--- src/rtl/sensor_input_conditioner_pkg.sv ---
// ----------------------------------------------------------------------------
// Package: sensor_input_conditioner_pkg
// Purpose: Shared types and default constants for the sensor input
//          conditioner. It holds the per-channel hysteresis FSM state encoding,
//          the default thresholds, and a helper that maps a state to the
//          conditioned logic level.
// ----------------------------------------------------------------------------
package sensor_input_conditioner_pkg;

  // Per-channel hysteresis state. The encodings are fixed so that waveforms
  // match the rest of the codebase.
  typedef enum logic [1:0] {
    ST_LOW  = 2'd0,
    ST_RISE = 2'd1,
    ST_HIGH = 2'd2,
    ST_FALL = 2'd3
  } chan_state_e;

  // Default conditioning constants for an 8-bit inducer sample.
  localparam int DEF_WIDTH   = 8;
  localparam int DEF_TH_HI   = 160;
  localparam int DEF_TH_LO   = 96;
  localparam int DEF_PERSIST = 3;
  localparam int DEF_CNT_W   = 2;

  // The level is high while the channel sits in HIGH, and also while it is
  // still confirming a fall (FALL). It is low in LOW and in RISE.
  function automatic logic state_level(input chan_state_e st);
    return (st == ST_HIGH) || (st == ST_FALL);
  endfunction

endpackage : sensor_input_conditioner_pkg

--- src/rtl/sensor_input_conditioner_hysteresis_channel.sv ---
// ----------------------------------------------------------------------------
// Module: hysteresis_channel
// Purpose: Conditions one sensor channel. Two thresholds provide hysteresis,
//          and a persistence counter means the level only switches after
//          PERSIST consecutive qualifying valid samples. Idle cycles hold all
//          state.
// Ports:
//   clk           in   rising-edge clock
//   rst           in   synchronous active-high reset
//   sample_valid  in   sample holds a new reading this cycle
//   sample        in   [WIDTH-1:0] unsigned sensor reading
//   level         out  registered conditioned level
//   level_next    out  level that will be registered on the coming edge
//                      (used by the parent for same-edge change detection)
// ----------------------------------------------------------------------------
module hysteresis_channel
  import sensor_input_conditioner_pkg::*;
#(
  parameter int WIDTH   = DEF_WIDTH,
  parameter int TH_HI   = DEF_TH_HI,
  parameter int TH_LO   = DEF_TH_LO,
  parameter int PERSIST = DEF_PERSIST,
  parameter int CNT_W   = DEF_CNT_W
) (
  input  logic             clk,
  input  logic             rst,
  input  logic             sample_valid,
  input  logic [WIDTH-1:0] sample,
  output logic             level,
  output logic             level_next
);

  localparam logic [WIDTH-1:0] TH_HI_V   = WIDTH'(TH_HI);
  localparam logic [WIDTH-1:0] TH_LO_V   = WIDTH'(TH_LO);
  // One bit wider than the counter, so cnt+1 compares against PERSIST without
  // wrapping.
  localparam logic [CNT_W:0]   PERSIST_V = (CNT_W + 1)'(PERSIST);

  chan_state_e      state, state_next;
  logic [CNT_W-1:0] cnt, cnt_next;
  logic [CNT_W:0]   cnt_inc;
  logic             is_hi, is_lo;

  // Both boundaries are inclusive.
  assign is_hi   = (sample >= TH_HI_V);
  assign is_lo   = (sample <= TH_LO_V);
  assign cnt_inc = {1'b0, cnt} + 1'b1;

  always_comb begin
    // NOTE: every output of this block gets a default first, so no path can
    // leave one unassigned and infer a latch.
    state_next = state;
    cnt_next   = cnt;
    if (sample_valid) begin
      unique case (state)
        ST_LOW: begin
          if (is_hi) begin
            if (PERSIST == 1) begin
              state_next = ST_HIGH;
              cnt_next   = '0;
            end else begin
              state_next = ST_RISE;
              cnt_next   = CNT_W'(1);
            end
          end
        end
        ST_RISE: begin
          if (is_hi) begin
            if (cnt_inc == PERSIST_V) begin
              state_next = ST_HIGH;
              cnt_next   = '0;
            end else begin
              cnt_next = cnt_inc[CNT_W-1:0];
            end
          end else begin
            // Anything below TH_HI, including the dead band, aborts the rise.
            state_next = ST_LOW;
            cnt_next   = '0;
          end
        end
        ST_HIGH: begin
          if (is_lo) begin
            if (PERSIST == 1) begin
              state_next = ST_LOW;
              cnt_next   = '0;
            end else begin
              state_next = ST_FALL;
              cnt_next   = CNT_W'(1);
            end
          end
        end
        ST_FALL: begin
          if (is_lo) begin
            if (cnt_inc == PERSIST_V) begin
              state_next = ST_LOW;
              cnt_next   = '0;
            end else begin
              cnt_next = cnt_inc[CNT_W-1:0];
            end
          end else begin
            state_next = ST_HIGH;
            cnt_next   = '0;
          end
        end
        default: begin
          state_next = ST_LOW;
          cnt_next   = '0;
        end
      endcase
    end
  end

  assign level_next = state_level(state_next);

  always_ff @(posedge clk) begin
    // NOTE: state is updated with non-blocking assignments, so every register
    // in this block samples values from before the edge.
    if (rst) begin
      state <= ST_LOW;
      cnt   <= '0;
      level <= 1'b0;
    end else begin
      state <= state_next;
      cnt   <= cnt_next;
      level <= level_next;
    end
  end

endmodule : hysteresis_channel

--- src/rtl/sensor_input_conditioner.sv ---
// ----------------------------------------------------------------------------
// Module: sensor_input_conditioner
// Purpose: Turns raw sampled sensor levels on two channels into clean in_A /
//          in_B logic levels for the combinational gate block. Each channel
//          applies hysteresis and a persistence filter. This top level adds a
//          registered one-cycle change pulse.
// Ports:
//   clk           in   rising-edge clock
//   rst           in   synchronous active-high reset
//   sample_valid  in   sample_A/sample_B hold a new sample this cycle
//   sample_A      in   [WIDTH-1:0] channel A reading, unsigned
//   sample_B      in   [WIDTH-1:0] channel B reading, unsigned
//   in_A          out  conditioned level A, registered
//   in_B          out  conditioned level B, registered
//   change        out  one-cycle pulse on the edge where in_A or in_B toggles
// ----------------------------------------------------------------------------
module sensor_input_conditioner
  import sensor_input_conditioner_pkg::*;
#(
  parameter int WIDTH   = DEF_WIDTH,
  parameter int TH_HI   = DEF_TH_HI,
  parameter int TH_LO   = DEF_TH_LO,
  parameter int PERSIST = DEF_PERSIST,
  parameter int CNT_W   = DEF_CNT_W
) (
  input  logic             clk,
  input  logic             rst,
  input  logic             sample_valid,
  input  logic [WIDTH-1:0] sample_A,
  input  logic [WIDTH-1:0] sample_B,
  output logic             in_A,
  output logic             in_B,
  output logic             change
);

  // Parameter legality is checked at elaboration time, so a bad configuration
  // never produces hardware.
  if (TH_LO >= TH_HI) begin : g_bad_thresholds
    $fatal(1, "sensor_input_conditioner: TH_LO (%0d) must be below TH_HI (%0d)",
           TH_LO, TH_HI);
  end
  if (PERSIST < 1) begin : g_bad_persist
    $fatal(1, "sensor_input_conditioner: PERSIST (%0d) must be >= 1", PERSIST);
  end
  if (((1 << CNT_W) - 1) < PERSIST) begin : g_bad_cnt_w
    $fatal(1, "sensor_input_conditioner: CNT_W (%0d) too small for PERSIST (%0d)",
           CNT_W, PERSIST);
  end

  logic a_next, b_next;

  hysteresis_channel #(
    .WIDTH  (WIDTH),
    .TH_HI  (TH_HI),
    .TH_LO  (TH_LO),
    .PERSIST(PERSIST),
    .CNT_W  (CNT_W)
  ) u_chan_a (
    .clk         (clk),
    .rst         (rst),
    .sample_valid(sample_valid),
    .sample      (sample_A),
    .level       (in_A),
    .level_next  (a_next)
  );

  hysteresis_channel #(
    .WIDTH  (WIDTH),
    .TH_HI  (TH_HI),
    .TH_LO  (TH_LO),
    .PERSIST(PERSIST),
    .CNT_W  (CNT_W)
  ) u_chan_b (
    .clk         (clk),
    .rst         (rst),
    .sample_valid(sample_valid),
    .sample      (sample_B),
    .level       (in_B),
    .level_next  (b_next)
  );

  // The pulse is computed from the next levels, so it registers on the same
  // edge as the toggle. Simultaneous A/B toggles merge into one pulse.
  always_ff @(posedge clk) begin
    if (rst) begin
      change <= 1'b0;
    end else begin
      change <= (a_next ^ in_A) | (b_next ^ in_B);
    end
  end

endmodule : sensor_input_conditioner

--- config.mk ---
export PLATFORM = sky130hd
export DESIGN_NAME = sensor_input_conditioner
export DESIGN_NICKNAME = d
export VERILOG_FILES = /design/src/rtl/sensor_input_conditioner_pkg.sv /design/src/rtl/sensor_input_conditioner_hysteresis_channel.sv /design/src/rtl/sensor_input_conditioner.sv
export SDC_FILE = /design/constraint.sdc
export NUM_CORES = 1
export LEC_CHECK = 0
export CAP_MARGIN = 20
export CORE_MARGIN = 1.5
export CORE_UTILIZATION = 41
export CTS_BUF_LIST = sky130_fd_sc_hd__clkbuf_4 sky130_fd_sc_hd__clkbuf_8
export DETAILED_ROUTE_END_ITERATION = 16
export MAX_ROUTING_LAYER = met4
export PLACE_DENSITY = 0.77
export SLEW_MARGIN = 15
export SYNTH_ARGS = -nofsm -noshare
export SYNTH_HDL_FRONTEND = slang
export SYNTH_SLANG_ARGS = --single-unit
export TNS_END_PERCENT = 1
--- constraint.sdc ---
create_clock -name clk -period 1.9 [get_ports clk]
set_clock_uncertainty 0.1 [all_clocks]
set_input_delay 0.38 -clock clk [delete_from_list [all_inputs] [get_ports clk]]
set_output_delay 0.38 -clock clk [all_outputs]
set_load 0.005 [all_outputs]
Word-level counts from Yosys, hierarchy flattened:

Index checks and enable logic that the tools add are counted.
Widths: inputs -> output; s select.

* output and inout bits: 3
* logic and storage cells: 66
* register bits after elaboration: 11

* equal/unequal tests: 16
* reduce and logical (&&, ||, !) cells: 6
* add/sub/neg operators: 2
* multiplexer cells: 28
* $lt $le $gt $ge: 4
* bitwise logic cells: 3

Operators with widths (number)
* $mux 2: 24
* $pmux 2 s4: 4
* $eq 2x2->1 const B: 8
* $ge 8x8->1 const B: 2
* $le 8x7->1 const B: 2
* $ne 2x1->1 const B: 4
* $add 2x1->3 const B: 2
* $eq 3x2->1 const B: 2
* $reduce_and 3->1: 2
* $eq 2x1->1 const B: 2
* $logic_not 2->1: 2
* $logic_or 1x1->1: 2
* $xor 1x1->1: 2
* $or 1x1->1: 1

Longest topological paths before layout:

* word-level depth: 10
* gate-level depth with buffers: 5
* gate-level depth less buffers: 5

Cells and area by module:

From an unflattened synthesis, not the netlist that was laid out.

* cell total of the unflattened synthesis: 72
* area total of the unflattened synthesis: 655.6 µm²

Modules (own cells, without submodules)
* hysteresis_channel: cells an instance 34, times used 2, area an instance 306.5 µm², sequential area each 100.1 µm²
* sensor_input_conditioner: cells an instance 4, times used 1, area an instance 42.5 µm², sequential area each 20.0 µm²

Worst setup path before layout:

Ideal clock, no wire load.

* path type: input to register
* start point: input sample_A[2]
* end point: register change
* data required time: 1.668 ns
* stages on the path: 5
* buffers on the path: 0
* setup slack: -0.052 ns
* arrival time: 1.720 ns
* cell sequence: or4_4 > o31a_1 > a2111oi_4 > xor2_1 > a21oi_1

* cells in the longest elaborated chain, start to end: 8
* elaborated cells between the ends (all ways): 13
* classes of those cells: order compare (2); eq/ne (2); mux (6); bitwise (2); reduce/logical (1)

Ends and longest elaborated chain
* start: declaration: RTL line sensor_input_conditioner.sv:29 `input logic [WIDTH-1:0] sample_A,`
* $le 8x7->1 / $ge 8x8->1 (equally long branches): RTL line sensor_input_conditioner_hysteresis_channel.sv:46, sensor_input_conditioner_hysteresis_channel.sv:45
* $mux 2 (on tied branches)
* $pmux 2 s4 (*): RTL line sensor_input_conditioner_hysteresis_channel.sv:55 `unique case (state)`
* $mux 2 (*): RTL line sensor_input_conditioner_hysteresis_channel.sv:54 `if (sample_valid) begin`
* $eq 2x2->1: RTL line sensor_input_conditioner_pkg.sv:29 `return (st == ST_HIGH) || (st == ST_FALL);`
* $logic_or 1x1->1 (*): RTL line sensor_input_conditioner_pkg.sv:29
* $xor 1x1->1 (*): RTL line sensor_input_conditioner.sv:88 `change <= (a_next ^ in_A) | (b_next ^ in_B);`
* $or 1x1->1 (*): RTL line sensor_input_conditioner.sv:88
* end signal: assignment: RTL line sensor_input_conditioner.sv:88
* end: declaration: RTL line sensor_input_conditioner.sv:33 `output logic change`

Mark *: on every way between the ends. The rest lies on a longest branch, timed or not.
A chain may end at the register's enable or synchronous reset.

Worst setup path in the final report:

* start point: input sample_B[3]
* end point: register u_chan_b.cnt[1]

* cells in the longest elaborated chain, start to end: 3
* elaborated cells between the ends (all ways): 8
* classes of those cells: order compare (2); eq/ne (2); mux (3); reduce/logical (1)

Ends and longest elaborated chain
* start: declaration: RTL line sensor_input_conditioner.sv:30 `input logic [WIDTH-1:0] sample_B,`
* $le 8x7->1 / $ge 8x8->1 (equally long branches): RTL line sensor_input_conditioner_hysteresis_channel.sv:46, sensor_input_conditioner_hysteresis_channel.sv:45
* $mux 2 (tied with other cells): RTL line sensor_input_conditioner_hysteresis_channel.sv:93 `if (is_lo) begin`
* $pmux 2 s4 / $reduce_and 3->1 (equally long branches)
* end signal: assignment: RTL line sensor_input_conditioner_hysteresis_channel.sv:124 `cnt <= cnt_next;`
* end: declaration: RTL line sensor_input_conditioner_hysteresis_channel.sv:40 `logic [CNT_W-1:0] cnt, cnt_next;`

Several ways; a longest one is shown, not always the timed one.

==> impl_metrics.ini <==
[routing]
detail_route.vias_per_cell = 5.42
drt-pass1-iter-count = 4
wl_per_cell_um = 11.5
routed_wl_um = 1360
vias = 639
ant_nets = 0
drc = 0
drtIter0Drc = 13

[critical_path]
r2r_start = u_chan_a.cnt[0]
crit_path_start_kind = input pin
critPathRequiredTime_ps = 2000
reg2reg_depth = 5
end_kind = register
r2r_slack_ps = 290
path_max_fanout = 2
critPathKind = in -> reg
r2r-end = change
cp_data_arrival_time_ps = 1970

[min_path]
hold-path-cell-count = 2
hold_class = reg -> reg
hp-start = u_chan_b.state[0]
hold_path_end = u_chan_b.state[0]

[status]
status = complete, no violations

[yosys]
synth.distinct_cells = 31
seq_area_frac_synth = 0.355
synth_top_area_cell = dfxtp_1
synth_area_leaders = dfxtp_1, nand2_1, nor2_1
netlist_area_um2 = 621
synth-edff-count = 0
ys_async_sr_fraction = 0
avgSynthCellArea_um2 = 8.50
synth_top_area_frac = 0.355
synth_ff_type = dfxtp_1
yosys_warnings = 0
synth_seq_cells = 11
synth_most_common_cell = dfxtp_1
syn_nets = 92
synthTopCellsByCount = dfxtp_1, nand2_1, nor2_1
synthCells = 73

[placed_design]
portBuffers = 21
place_ws_ps = -481
dp.final_hpwl_um = 1100
place_congestion = 0.849
placedInstanceArea_um2 = 891

[clocking]
clockBufferDepth = 2
hold_buffers = 0
ctsRootBufferMaster = clkbuf_4
insertion_delay_ps = 260
cts_buffers = 3
clk_pin_slew_worst_paths_ps = 70
cts_post_setup_buffers_inserted = 0
cts_tree = built
htree_levels = 1
cts_num_sinks = 11

[grt]
track_usage = 0.165
grt_pass1_vias = 539
grt_max_degree = 12
antenna_found_initial = 0
grt_overflow = 0
grt_pass1_wl_um = 2180

[layout]
drive_above_1_share = 0.155
n_antenna_cell = 0
final_util = 0.677
nets = 123
fill_cells = 112
final_area_um2 = 915
syn2layout_area_growth_pct = 47.4

[power]
ir_worst_vdd_mv = 0.381
p_seq_frac = 0.511
internal-power_mw = 0.361
power_density_nw_per_um2 = 518
p_total_mw = 0.474
clockPowerShare = 0.326
p_leak_nw = 0.375
p_sw_frac = 0.237
switchingPower_mw = 0.112
combinationalPowerShare = 0.163

[timing]
worst_pin_slew_ps = 391
rsz0062_at_grt = no
timing.final.max_slew_violations = 0
fin_ws_ps = 35.5
fmax_mhz = 536
period_share = 0.981
finalCriticalPeriod_ps = 1860
setup_viol = 0
relSlewSlack = 0.739
hold_viol_final = 0

[die]
rows = 13
fp.dieH_um = 41.9
coreArea_um2 = 1350
dieWidth_um = 41.9
ios = 22
start_util = 0.460
dieArea_um2 = 1760

[flow_run]
maxCapViolCount = 0
[placed cells by master, fill, tap and decap left out, types with 2 or more instances in the layout]
cell             instances
xor2_1                   2
a21oi_1                  4
clkdlybuf4s15_1          2
or4_4                    2
clkdlybuf4s50_1         13
mux2i_1                  2
nand4b_1                 2
and3_1                   2
nand2_1                 10
nor2_1                  10
clkbuf_4                 3
dfxtp_1                 11
dlygate4sd2_1            5
nand3b_1                 2
o21ai_0                  3
inv_1                    3
nor2b_1                  2
buf_4                    6
[area by class of cell]
type	count	area, um^2	area share
inverter	3	11.3	0.0123
multi-input combinational	58	393	0.430
clock inverter	1	5.00	0.00547
timing repair buffer	27	244	0.267
tap	15	18.8	0.0205
clock buffer	3	22.5	0.0246
sequential	11	220	0.241
[metrics by stage]
| stage | hold slack, ps | cells | TNS, ps |
|---|---|---|---|
| after floorplan | 352 | 73 | 0 |
| after global placement | 396 | 114 | -3830 |
| after detailed placement | 417 | 114 | -4230 |
| after CTS | 428 | 118 | 0 |
| after global routing | 463 | 118 | 0 |
| final | 422 | 118 | 0 |
[registers in the layout, indices dropped and copies added, names as in the netlist]
| signal | cells |
|---|---|
| change | 1 |
| u_chan_b.state | 2 |
| u_chan_a.level | 1 |
| u_chan_b.cnt | 2 |
| u_chan_a.cnt | 2 |
| u_chan_a.state | 2 |
| u_chan_b.level | 1 |
[timing repair]
item / 4_1_cts / 5_1_grt
gates resized for setup: 16 / 0
setup endpoints to repair: 9 / 1
cloned: 0 / 0
pin swaps: 9 / 1
[worst max-delay path: stages]
cell and delay [ps]:
dlygate4sd2_1 230, or4_4 530, o211ai_1 220, a41o_1 230
mux2_4 300, nor2_1 80
[power by group through the flow]
stage / sequential (mW) / clock [mW] / combinational, mW
after floorplan: 0.246 / 0 / 0.0269
after global placement: 0.247 / 0 / 0.0801
after detailed placement: 0.247 / 0 / 0.0813
after CTS: 0.242 / 0.162 / 0.0779
after global routing: 0.243 / 0.178 / 0.0842
final: 0.242 / 0.154 / 0.0773
[routing by layer]
metal,vias up,part of all wire,global-route usage
met5,-,0,-
met4,0,0.0096,0.0581
met3,2,0.080,0.0826
met2,19,0.44,0.256
met1,285,0.47,0.182
li1,333,-,-
[logic make-up (layout without fill, tap and decap cells)]
group / Yosys count / in the layout / share of synthesized area
AOI/OAI and AO/OA: 18 / 18 / 0.236
xor gates and xnor gates: 2 / 2 / 0.0282
buffers and inverters: 4 / 34 / 0.0242
DFF: 11 / 11 / 0.355
muxes: 4 / 4 / 0.0685
and+or+nand+nor: 34 / 34 / 0.288
[worst max-delay path by stage]
stage	from	end	depth (start not counted)
after global placement	sample_A[7]	change	6
after CTS	sample_A[4]	change	6
after floorplan	sample_A[2]	change	5
final	sample_B[3]	u_chan_b.cnt[1]	6
after detailed placement	sample_A[7]	u_chan_a.cnt[1]	6
after global routing	sample_B[3]	u_chan_b.cnt[1]	6
Power figures use the tool's default switching activity.
